[src/rtl/cpu_pkg.sv]
// Shared definitions for the 17-bit processor: instruction width, opcode
// field values and the fetch-unit state encoding.
package cpu_pkg;

    localparam int INSTR_W = 17;

    localparam logic [1:0] OP_DATA = 2'b00;
    localparam logic [1:0] OP_MEM  = 2'b01;
    localparam logic [1:0] OP_CTRL = 2'b10;

    typedef enum logic [1:0] {
        S_REQ,
        S_WAIT,
        S_DROP,
        S_FULL
    } ifetch_state_t;

    function automatic logic [1:0] instr_op(input logic [INSTR_W-1:0] word);
        return word[16:15];
    endfunction

endpackage

[src/rtl/ifetch_skid.sv]
// Two-entry output buffer for the fetch unit: the output slot presented to
// decode plus a skid slot that catches a response arriving while decode stalls.
module ifetch_skid
    import cpu_pkg::*;
#(
    parameter int ADDR_W = 16
) (
    input  logic               clk,
    input  logic               reset,
    input  logic               load,
    input  logic [INSTR_W-1:0] load_data,
    input  logic [ADDR_W-1:0]  load_pc,
    input  logic               flush,
    input  logic               instr_ready,
    output logic [INSTR_W-1:0] instr,
    output logic [ADDR_W-1:0]  instr_pc,
    output logic               instr_valid,
    output logic               skid_valid,
    output logic               slot_free
);

    logic [INSTR_W-1:0] out_data_reg;
    logic [ADDR_W-1:0]  out_pc_reg;
    logic               out_valid_reg;
    logic [INSTR_W-1:0] skid_data_reg;
    logic [ADDR_W-1:0]  skid_pc_reg;
    logic               skid_valid_reg;

    // The output slot can take new data if empty or being consumed this cycle.
    assign slot_free = !out_valid_reg || instr_ready;

    always_ff @(posedge clk or negedge reset) begin
        if (!reset) begin
            out_data_reg   <= '0;
            out_pc_reg     <= '0;
            out_valid_reg  <= 1'b0;
            skid_data_reg  <= '0;
            skid_pc_reg    <= '0;
            skid_valid_reg <= 1'b0;
        end else if (flush) begin
            out_valid_reg  <= 1'b0;
            skid_valid_reg <= 1'b0;
        end else if (skid_valid_reg && instr_ready) begin
            out_data_reg   <= skid_data_reg;
            out_pc_reg     <= skid_pc_reg;
            out_valid_reg  <= 1'b1;
            skid_valid_reg <= 1'b0;
        end else if (load && slot_free) begin
            out_data_reg  <= load_data;
            out_pc_reg    <= load_pc;
            out_valid_reg <= 1'b1;
        end else if (load) begin
            skid_data_reg  <= load_data;
            skid_pc_reg    <= load_pc;
            skid_valid_reg <= 1'b1;
        end else if (instr_ready) begin
            out_valid_reg <= 1'b0;
        end
    end

    assign instr       = out_data_reg;
    assign instr_pc    = out_pc_reg;
    assign instr_valid = out_valid_reg;
    assign skid_valid  = skid_valid_reg;

endmodule

[src/rtl/instr_fetch.sv]
// Instruction fetch unit: single-outstanding word reads, two-deep output
// buffering and pc_src redirect. Define IFETCH_DROP_CNT_EN to add drop_cnt.
module instr_fetch
    import cpu_pkg::*;
#(
    parameter int                ADDR_W   = 16,
    parameter logic [ADDR_W-1:0] RESET_PC = '0
) (
    input  logic               clk,
    input  logic               reset,
    output logic               imem_req,
    output logic [ADDR_W-1:0]  imem_addr,
    input  logic               imem_rvalid,
    input  logic [INSTR_W-1:0] imem_rdata,
    output logic [INSTR_W-1:0] instr,
    output logic               instr_valid,
    input  logic               instr_ready,
    output logic [ADDR_W-1:0]  instr_pc,
    input  logic               pc_src,
    input  logic [ADDR_W-1:0]  pc_target
`ifdef IFETCH_DROP_CNT_EN
    ,
    output logic [15:0]        drop_cnt
`endif
);

    ifetch_state_t     state_reg, state_next;
    logic [ADDR_W-1:0] pc_reg, pc_next;
    logic              load;
    logic              slot_free;
    logic              skid_valid;

    always_ff @(posedge clk or negedge reset) begin
        if (!reset) begin
            state_reg <= S_REQ;
            pc_reg    <= RESET_PC;
        end else begin
            state_reg <= state_next;
            pc_reg    <= pc_next;
        end
    end

    always_comb begin
        state_next = state_reg;
        pc_next    = pc_reg;
        case (state_reg)
            S_REQ: begin
                if (pc_src) pc_next = pc_target;
                else        state_next = S_WAIT;
            end
            S_WAIT: begin
                if (imem_rvalid) begin
                    if (pc_src) begin
                        pc_next    = pc_target;
                        state_next = S_REQ;
                    end else begin
                        pc_next    = pc_reg + ADDR_W'(1);
                        state_next = slot_free ? S_REQ : S_FULL;
                    end
                end else if (pc_src) begin
                    pc_next    = pc_target;
                    state_next = S_DROP;
                end
            end
            S_DROP: begin
                if (pc_src)      pc_next = pc_target;
                if (imem_rvalid) state_next = S_REQ;
            end
            S_FULL: begin
                // An empty skid here can only follow a flush; never park in S_FULL.
                if (pc_src) begin
                    pc_next    = pc_target;
                    state_next = S_REQ;
                end else if (instr_ready || !skid_valid) begin
                    state_next = S_REQ;
                end
            end
            default: state_next = S_REQ;
        endcase
    end

    // imem_req is gated by reset so it reads 0 for as long as reset is held.
    always_comb begin
        imem_req  = reset && (state_reg == S_REQ) && !pc_src;
        imem_addr = pc_reg;
        load      = (state_reg == S_WAIT) && imem_rvalid && !pc_src;
    end

    ifetch_skid #(
        .ADDR_W(ADDR_W)
    ) u_skid (
        .clk        (clk),
        .reset      (reset),
        .load       (load),
        .load_data  (imem_rdata),
        .load_pc    (pc_reg),
        .flush      (pc_src),
        .instr_ready(instr_ready),
        .instr      (instr),
        .instr_pc   (instr_pc),
        .instr_valid(instr_valid),
        .skid_valid (skid_valid),
        .slot_free  (slot_free)
    );

`ifdef IFETCH_DROP_CNT_EN
    logic        discard;
    logic [1:0]  drop_inc;
    logic [16:0] drop_sum;
    logic [15:0] drop_cnt_reg;

    // A slot being transferred in the redirect cycle counts as consumed, not dropped.
    always_comb begin
        discard  = imem_rvalid && (((state_reg == S_WAIT) && pc_src) || (state_reg == S_DROP));
        drop_inc = 2'(discard)
                 + 2'(pc_src && instr_valid && !instr_ready)
                 + 2'(pc_src && skid_valid);
        drop_sum = {1'b0, drop_cnt_reg} + 17'(drop_inc);
    end

    always_ff @(posedge clk or negedge reset) begin
        if (!reset) drop_cnt_reg <= '0;
        else        drop_cnt_reg <= drop_sum[16] ? 16'hFFFF : drop_sum[15:0];
    end

    assign drop_cnt = drop_cnt_reg;
`endif

endmodule

[config.mk]
export PLATFORM = sky130hd
export DESIGN_NAME = instr_fetch
export DESIGN_NICKNAME = d
export VERILOG_FILES = /design/src/rtl/cpu_pkg.sv /design/src/rtl/ifetch_skid.sv /design/src/rtl/instr_fetch.sv
export SDC_FILE = /design/constraint.sdc
export NUM_CORES = 1
export LEC_CHECK = 0
export ABC_CLOCK_PERIOD_IN_PS = 2700
export CORE_MARGIN = 2
export CORE_UTILIZATION = 40
export DETAILED_ROUTE_END_ITERATION = 7
export GPL_ROUTABILITY_DRIVEN = 0
export PLACE_DENSITY = 0.66
export SETUP_SLACK_MARGIN = 0.5
export SKIP_CTS_REPAIR_TIMING = 1
export SYNTH_ARGS = -nofsm -noshare
export SYNTH_HDL_FRONTEND = slang
export SYNTH_SLANG_ARGS = --single-unit
[constraint.sdc]
create_clock -name clk -period 2.7 [get_ports clk]
set_clock_uncertainty 0.1 [all_clocks]
set_input_delay 0.405 -clock clk [delete_from_list [all_inputs] [get_ports clk]]
set_output_delay 0.405 -clock clk [all_outputs]
set_load 0.02 [all_outputs]
==> flow_metrics.env, run 1 <==
export IMPL_drt_iter0_drc=98
export IMPL_synthXorXnorAreaFrac=0.0271
export IMPL_syn_nets=379
export IMPL_crit_type="flop to flop"
export IMPL_grt_usage=0.165
export IMPL_placementRows=35
export IMPL_slew_violations=0
export IMPL_startpoint="imem_addr[0]$_DFF_PN0_"
export IMPL_vdd_drop_max_mv=0.296
export IMPL_grt_ovfl_total=0
export IMPL_rsz0062_at_grt="false"
export IMPL_viasPerCell=4.89
export IMPL_synth_area_mm2=0.00388
export IMPL_synth_top_family_by_area="multiplexers"
export IMPL_clkTransAtPathRegs_ns=0.09
export IMPL_power_leakage_nw=2.47
export IMPL_initial_core_util=0.416
export IMPL_n_fill_cell=851
export IMPL_hpwlAfterDp_um=5590
export IMPL_syn_to_final_growth_pct=31.1
export IMPL_most_common_layout_cells="clkdlybuf4s50_1 (86), dfrtp_1 (84), nand2_1 (57)"
export IMPL_worst_slew_pin_transition_ns=0.667
export IMPL_min_period_ns=2.07
export IMPL_required_ns=2.88
export IMPL_dieArea_mm2=0.0105
export IMPL_synth_cell_types=39
export IMPL_status="finished, final reports clean"
export IMPL_grt_pass1_vias=2736
export IMPL_cap_violations=0
export IMPL_fp_dieH_um=102
export IMPL_fin_setup_tns_ns=0
export IMPL_grt_pass1_wl_um=13300
export IMPL_io_buffers=88
export IMPL_drc=0
export IMPL_synth_cells=340
export IMPL_synth_yosys_seq_area_share=0.555
export IMPL_syn_area_per_cell_um2=11.4
export IMPL_ys_seq_elements=86
export IMPL_worstPathMaxFanout=7
export IMPL_firstDrtPassIters=4
export IMPL_final_cells=561
export IMPL_cts_buffers=9
export IMPL_dp_cells=545
export IMPL_vias=2744
export IMPL_synth_fa_ha_area_frac=0.00323
export IMPL_r2r_end="imem_addr[14]$_DFF_PN0_"
export IMPL_post_route_period_util=0.765
export IMPL_ios=89
export IMPL_r2r_start="imem_addr[0]$_DFF_PN0_"
export IMPL_wirelength_um=8080
export IMPL_drive_gt1_frac=0.123
export IMPL_startpoint_type="flop"
export IMPL_antenna_left=0
export IMPL_grt_max_degree=67
export IMPL_antenna_found_initial=0
export IMPL_clock_sinks=86
export IMPL_rr_worst_depth=5
export IMPL_fin_nets=466
export IMPL_cp_arrival_ns=2.24
export IMPL_rrSetupSlack_ns=0.63
export IMPL_setup_viol=0
export IMPL_core_area_mm2=0.00933
export IMPL_hold_class="primary input to asynchronous set/reset pin"
export IMPL_synth_area_mux_share=0.181
export IMPL_clock_latency_ns=0.35
export IMPL_final_common_cell="clkdlybuf4s50_1"
export IMPL_regArea_mm2=0.00215
export IMPL_antennaDiodeCount=0
export IMPL_fmax_ghz=0.484
export IMPL_cts_root_buf="clkbuf_8"
export IMPL_yosysWarningCount=0
export IMPL_setup_worst_path_end_class="flop"
export IMPL_utilization=0.545
export IMPL_cts_max_level=3
export IMPL_multi_input_area_mm2=0.00161
export IMPL_synthSimpleGateAreaFrac=0.115
export IMPL_clockBufferDepth=2
export IMPL_fp_dieW_um=102
export IMPL_wire_per_inst_um=14.4
export IMPL_synth_compound_area_frac=0.0836
export IMPL_maxSlewHeadroom=0.555
export IMPL_cts_tree="yes"
export IMPL_powerDensity_mw_per_mm2=674
export IMPL_final_hold_violation_count=0
==> how the worst max path moves through the flow <==
stage,end,cells after the start
floorplan,imem_addr[14]$_DFF_PN0_,5
global placement,u_skid.instr[0]$_DFFE_PN0P_,5
detailed placement,u_skid.instr[16]$_DFFE_PN0P_,6
CTS,imem_req,2
global route,imem_addr[14]$_DFF_PN0_,5
finish,imem_addr[14]$_DFF_PN0_,5
==> stage by stage <==
stage | setup slack, ns | cell area (µm²) | hold slack [ns] | power [mW]
after floorplan | 0.683 | 3880 | 0.00941 | 2.12
after global placement | 0.332 | 4890 | 0.360 | 2.61
after detailed placement | 0.288 | 4890 | 0.369 | 2.63
after CTS | 0.368 | 5070 | 0.0295 | 3.47
after global routing | 0.517 | 5080 | 0.0456 | 3.63
final | 0.634 | 5080 | 0.0250 | 3.43
==> area by class of cell <==
cell class | count | area share
flip-flops and latches | 86 | 0.424
multi-input cells | 228 | 0.316
repair buffers | 98 | 0.189
well taps | 129 | 0.0318
clock buffers | 10 | 0.0271
clock inverters | 6 | 0.00911
inverters | 4 | 0.00295
==> layer usage <==
metal / GRT usage / vias up / wire length [µm]
li1: - / 1360 / -
met1: 0.234 / 1301 / 4050
met2: 0.245 / 72 / 3490
met3: 0.0417 / 11 / 410
met4: 0.0585 / 0 / 135
met5: 0 / - / 0
==> power breakdown <==
group | switching, mW | internal [mW] | leakage, nW
logic | 0.454 | 0.466 | 1.27
registers | 0.159 | 1.51 | 1.11
clock network | 0.470 | 0.364 | 0.0889
==> synthesized netlist by cell type <==
master	n	area share
nand3b_2	1	0.0029
clkbuf_2	1	0.0013
a21bo_2	1	0.0026
a311o_1	1	0.0026
buf_6	2	0.0058
or4_1	1	0.0019
xor2_1	2	0.0045
buf_4	1	0.0019
clkbuf_8	1	0.0035
and3b_1	1	0.0023
nand2b_1	1	0.0016
a31oi_1	3	0.0048
a31o_2	1	0.0023
nand4_1	4	0.0065
or3_1	2	0.0032
xnor2_1	10	0.023
a211o_1	1	0.0023
nor4b_1	1	0.0023
nor4bb_1	1	0.0026
nor2_1	4	0.0039
clkbuf_1	9	0.0087
inv_1	4	0.0039
nor4_4	1	0.0055
nand3_2	1	0.0026
mux2i_1	34	0.088
o221ai_1	1	0.0023
ha_1	1	0.0032
nand2_1	58	0.056
nor3_1	5	0.0065
nor4_1	3	0.0048
buf_2	8	0.010
and3_1	1	0.0016
nand3_1	4	0.0052
mux2_1	16	0.046
nand4_4	1	0.0055
a32oi_1	1	0.0023
dfrtp_1	86	0.56
mux2_2	16	0.046
o21ai_0	50	0.065
==> critical path, stage by stage (launching register included) <==
cell     delay (ns)
dfrtp_2        0.45
ha_1           0.21
nand3_2        0.14
or4_1          0.60
or3_1          0.33
a31oi_1        0.16
==> cells by family (layout without fill, tap and decap cells) <==
kind of cell,Yosys count,after routing
buf+inv,26,118
flops,86,86
compound gates,59,59
simple gates,90,90
fa+ha+maj,1,1
mux,66,66
xor+xnor,12,12
(Power assumes the default switching activity.)
==> run 2, diff against run 1 <==
Settings changed: ABC_CLOCK_PERIOD_IN_PS 2700 to 2100.
Clock period 2.7 ns to 2.1 ns, I/O delays scaled along.
==> run 2 against run 1 <==
  * The flow now finishes with violations (negative hold slack)
  * Final cell count is 5.7% higher
  * Utilization is 8.1 points higher
  * Non-clock buffer count is 32 higher
  * Via count is 6.2% higher
  * Critical endpoint unchanged
==> flow_metrics.env, run 2 (synthesized netlist as in run 1, its figures left out) <==
export IMPL_firstDrtPassIters=4
export IMPL_critPathBufInv=1
export IMPL_fin_hold_ws_ns=-0.0417
export IMPL_dp_cells=557
export IMPL_setup_viol=0
export IMPL_final_common_cell="dfrtp_1"
export IMPL_rr_worst_depth=5
export IMPL_vdd_drop_max_mv=0.305
export IMPL_clkTransAtPathRegs_ns=0.09
export IMPL_worstPathMaxFanout=5
export IMPL_required_ns=2.28
export IMPL_r2r_start="state_reg[1]$_DFFE_PN0P_"
export IMPL_status="complete, but fails checks"
export IMPL_fin_setup_tns_ns=0
export IMPL_antennaDiodeCount=0
export IMPL_fp_dieW_um=102
export IMPL_rrSetupSlack_ns=0.20
export IMPL_critPathTopFamily="simple AND/OR/NAND/NOR gates"
export IMPL_cts_buffers=9
export IMPL_pwr_share_comb=0.286
export IMPL_grt_usage=0.171
export IMPL_wirelength_um=9100
export IMPL_grt_pass1_wl_um=13800
export IMPL_vias=2915
export IMPL_ios=89
export IMPL_power_mw=4.50
export IMPL_cts_max_level=3
export IMPL_rsz0062_at_grt="true"
export IMPL_drive_gt1_frac=0.284
export IMPL_crit_type="flop to flop"
export IMPL_most_common_layout_cells="dfrtp_1 (75), nand2_1 (55), dlymetal6s2s_1 (49)"
export IMPL_worstPathCellList="nand3b_4, buf_6, or4_4, or3_1, a31oi_1"
export IMPL_fmax_ghz=0.526
export IMPL_cts_tree="yes"
export IMPL_drc=0
export IMPL_switching_share=0.325
export IMPL_violations="negative hold slack"
export IMPL_io_buffers=88
export IMPL_hold_class="primary input to asynchronous set/reset pin"
export IMPL_startpoint_type="flop"
export IMPL_clock_sinks=86
export IMPL_antenna_left=0
export IMPL_cp_num_cells=5
export IMPL_placementRows=35
export IMPL_grt_pass1_vias=2755
export IMPL_final_cells=593
export IMPL_min_period_ns=1.90
export IMPL_p_seq_frac=0.476
export IMPL_viasPerCell=4.92
export IMPL_powerDensity_mw_per_mm2=771
export IMPL_hpwlAfterDp_um=5990
export IMPL_slew_violations=0
export IMPL_worst_slew_pin_transition_ns=0.574
export IMPL_p_int_mw=3.04
export IMPL_cts_root_buf="clkbuf_8"
export IMPL_grt_ovfl_total=0
export IMPL_grt_max_degree=48
export IMPL_power_leakage_nw=3.44
export IMPL_utilization=0.626
export IMPL_drt_iter0_drc=87
export IMPL_clock_latency_ns=0.35
export IMPL_antenna_found_initial=0
export IMPL_post_route_period_util=0.905
export IMPL_clockBufferDepth=2
export IMPL_cap_violations=0
export IMPL_wire_per_inst_um=15.3
export IMPL_slowest_delay_ns=0.50
export IMPL_startpoint="state_reg[1]$_DFFE_PN0P_"
export IMPL_fin_nets=498
export IMPL_cp_arrival_ns=2.08
export IMPL_syn_to_final_growth_pct=50.7
export IMPL_fp_dieH_um=102
export IMPL_setup_worst_path_end_class="flop"
export IMPL_initial_core_util=0.416
export IMPL_p_clk_frac=0.238
export IMPL_final_hold_violation_count=36
export IMPL_crit_end="imem_addr[14]$_DFF_PN0_"
export IMPL_netSwitchingPower_mw=1.46
export IMPL_maxSlewHeadroom=0.617
export IMPL_dieArea_mm2=0.0105
export IMPL_critPathSlowestCell="or4_4"
export IMPL_core_area_mm2=0.00933
export IMPL_r2r_end="imem_addr[14]$_DFF_PN0_"
-- run 2: layout make-up --
class / count / area, µm²
Sequential cell: 86 / 2170
Timing Repair Buffer: 130 / 1460
Clock buffer: 9 / 124
Clock inverter: 7 / 57.6
Tap cell: 129 / 161
Multi-Input combinational cell: 228 / 1860
Inverter: 4 / 15.0
Fill cell: 779 / 3490
-- run 2: worst min-delay path by stage --
stage / endpoint / slack, ns / depth (start not counted)
after floorplan: imem_addr[0]$_DFF_PN0_ / -0.08 / 0
after global placement: u_skid.instr[8]$_DFFE_PN0P_ / 0.36 / 2
after detailed placement: u_skid.instr[8]$_DFFE_PN0P_ / 0.37 / 2
after CTS: u_skid.instr[13]$_DFFE_PN0P_ / -0.02 / 2
after global routing: u_skid.instr[11]$_DFFE_PN0P_ / -0.004 / 2
final: u_skid.instr[11]$_DFFE_PN0P_ / -0.04 / 2
-- run 2: power groups by stage --
stage                     Sequential, mW  Clock, mW  Combinational, mW
after floorplan                     2.42          0              0.339
after detailed placement            2.19          0               1.27
after CTS                           2.15       1.10               1.27
final                               2.14       1.07               1.29
after global routing                2.19       1.18               1.40
after global placement              2.18          0               1.25
-- run 2: layer usage --
layer	up-vias	track usage	wire, µm
met2	74	0.249	4170
met5	-	0	0
met4	0	0.0615	120
met1	1397	0.250	4390
met3	9	0.0369	429
li1	1435	-	-
-- run 2: metrics by stage --
step | hold slack, ns | setup WS, ns | cell area, µm²
final | -0.0417 | 0.200 | 5840
after global routing | -0.00391 | 0.150 | 5840
after detailed placement | 0.369 | -0.142 | 5140
after global placement | 0.360 | -0.120 | 5140
after floorplan | -0.0806 | 0.250 | 4000
after CTS | -0.0180 | -0.115 | 5320
==> run 3, diff against run 2 <==
Settings changed: SLEW_MARGIN from default to 20.
==> results of run 3 <==
The final DEF is identical to that of run 2; final timing and power are the same.
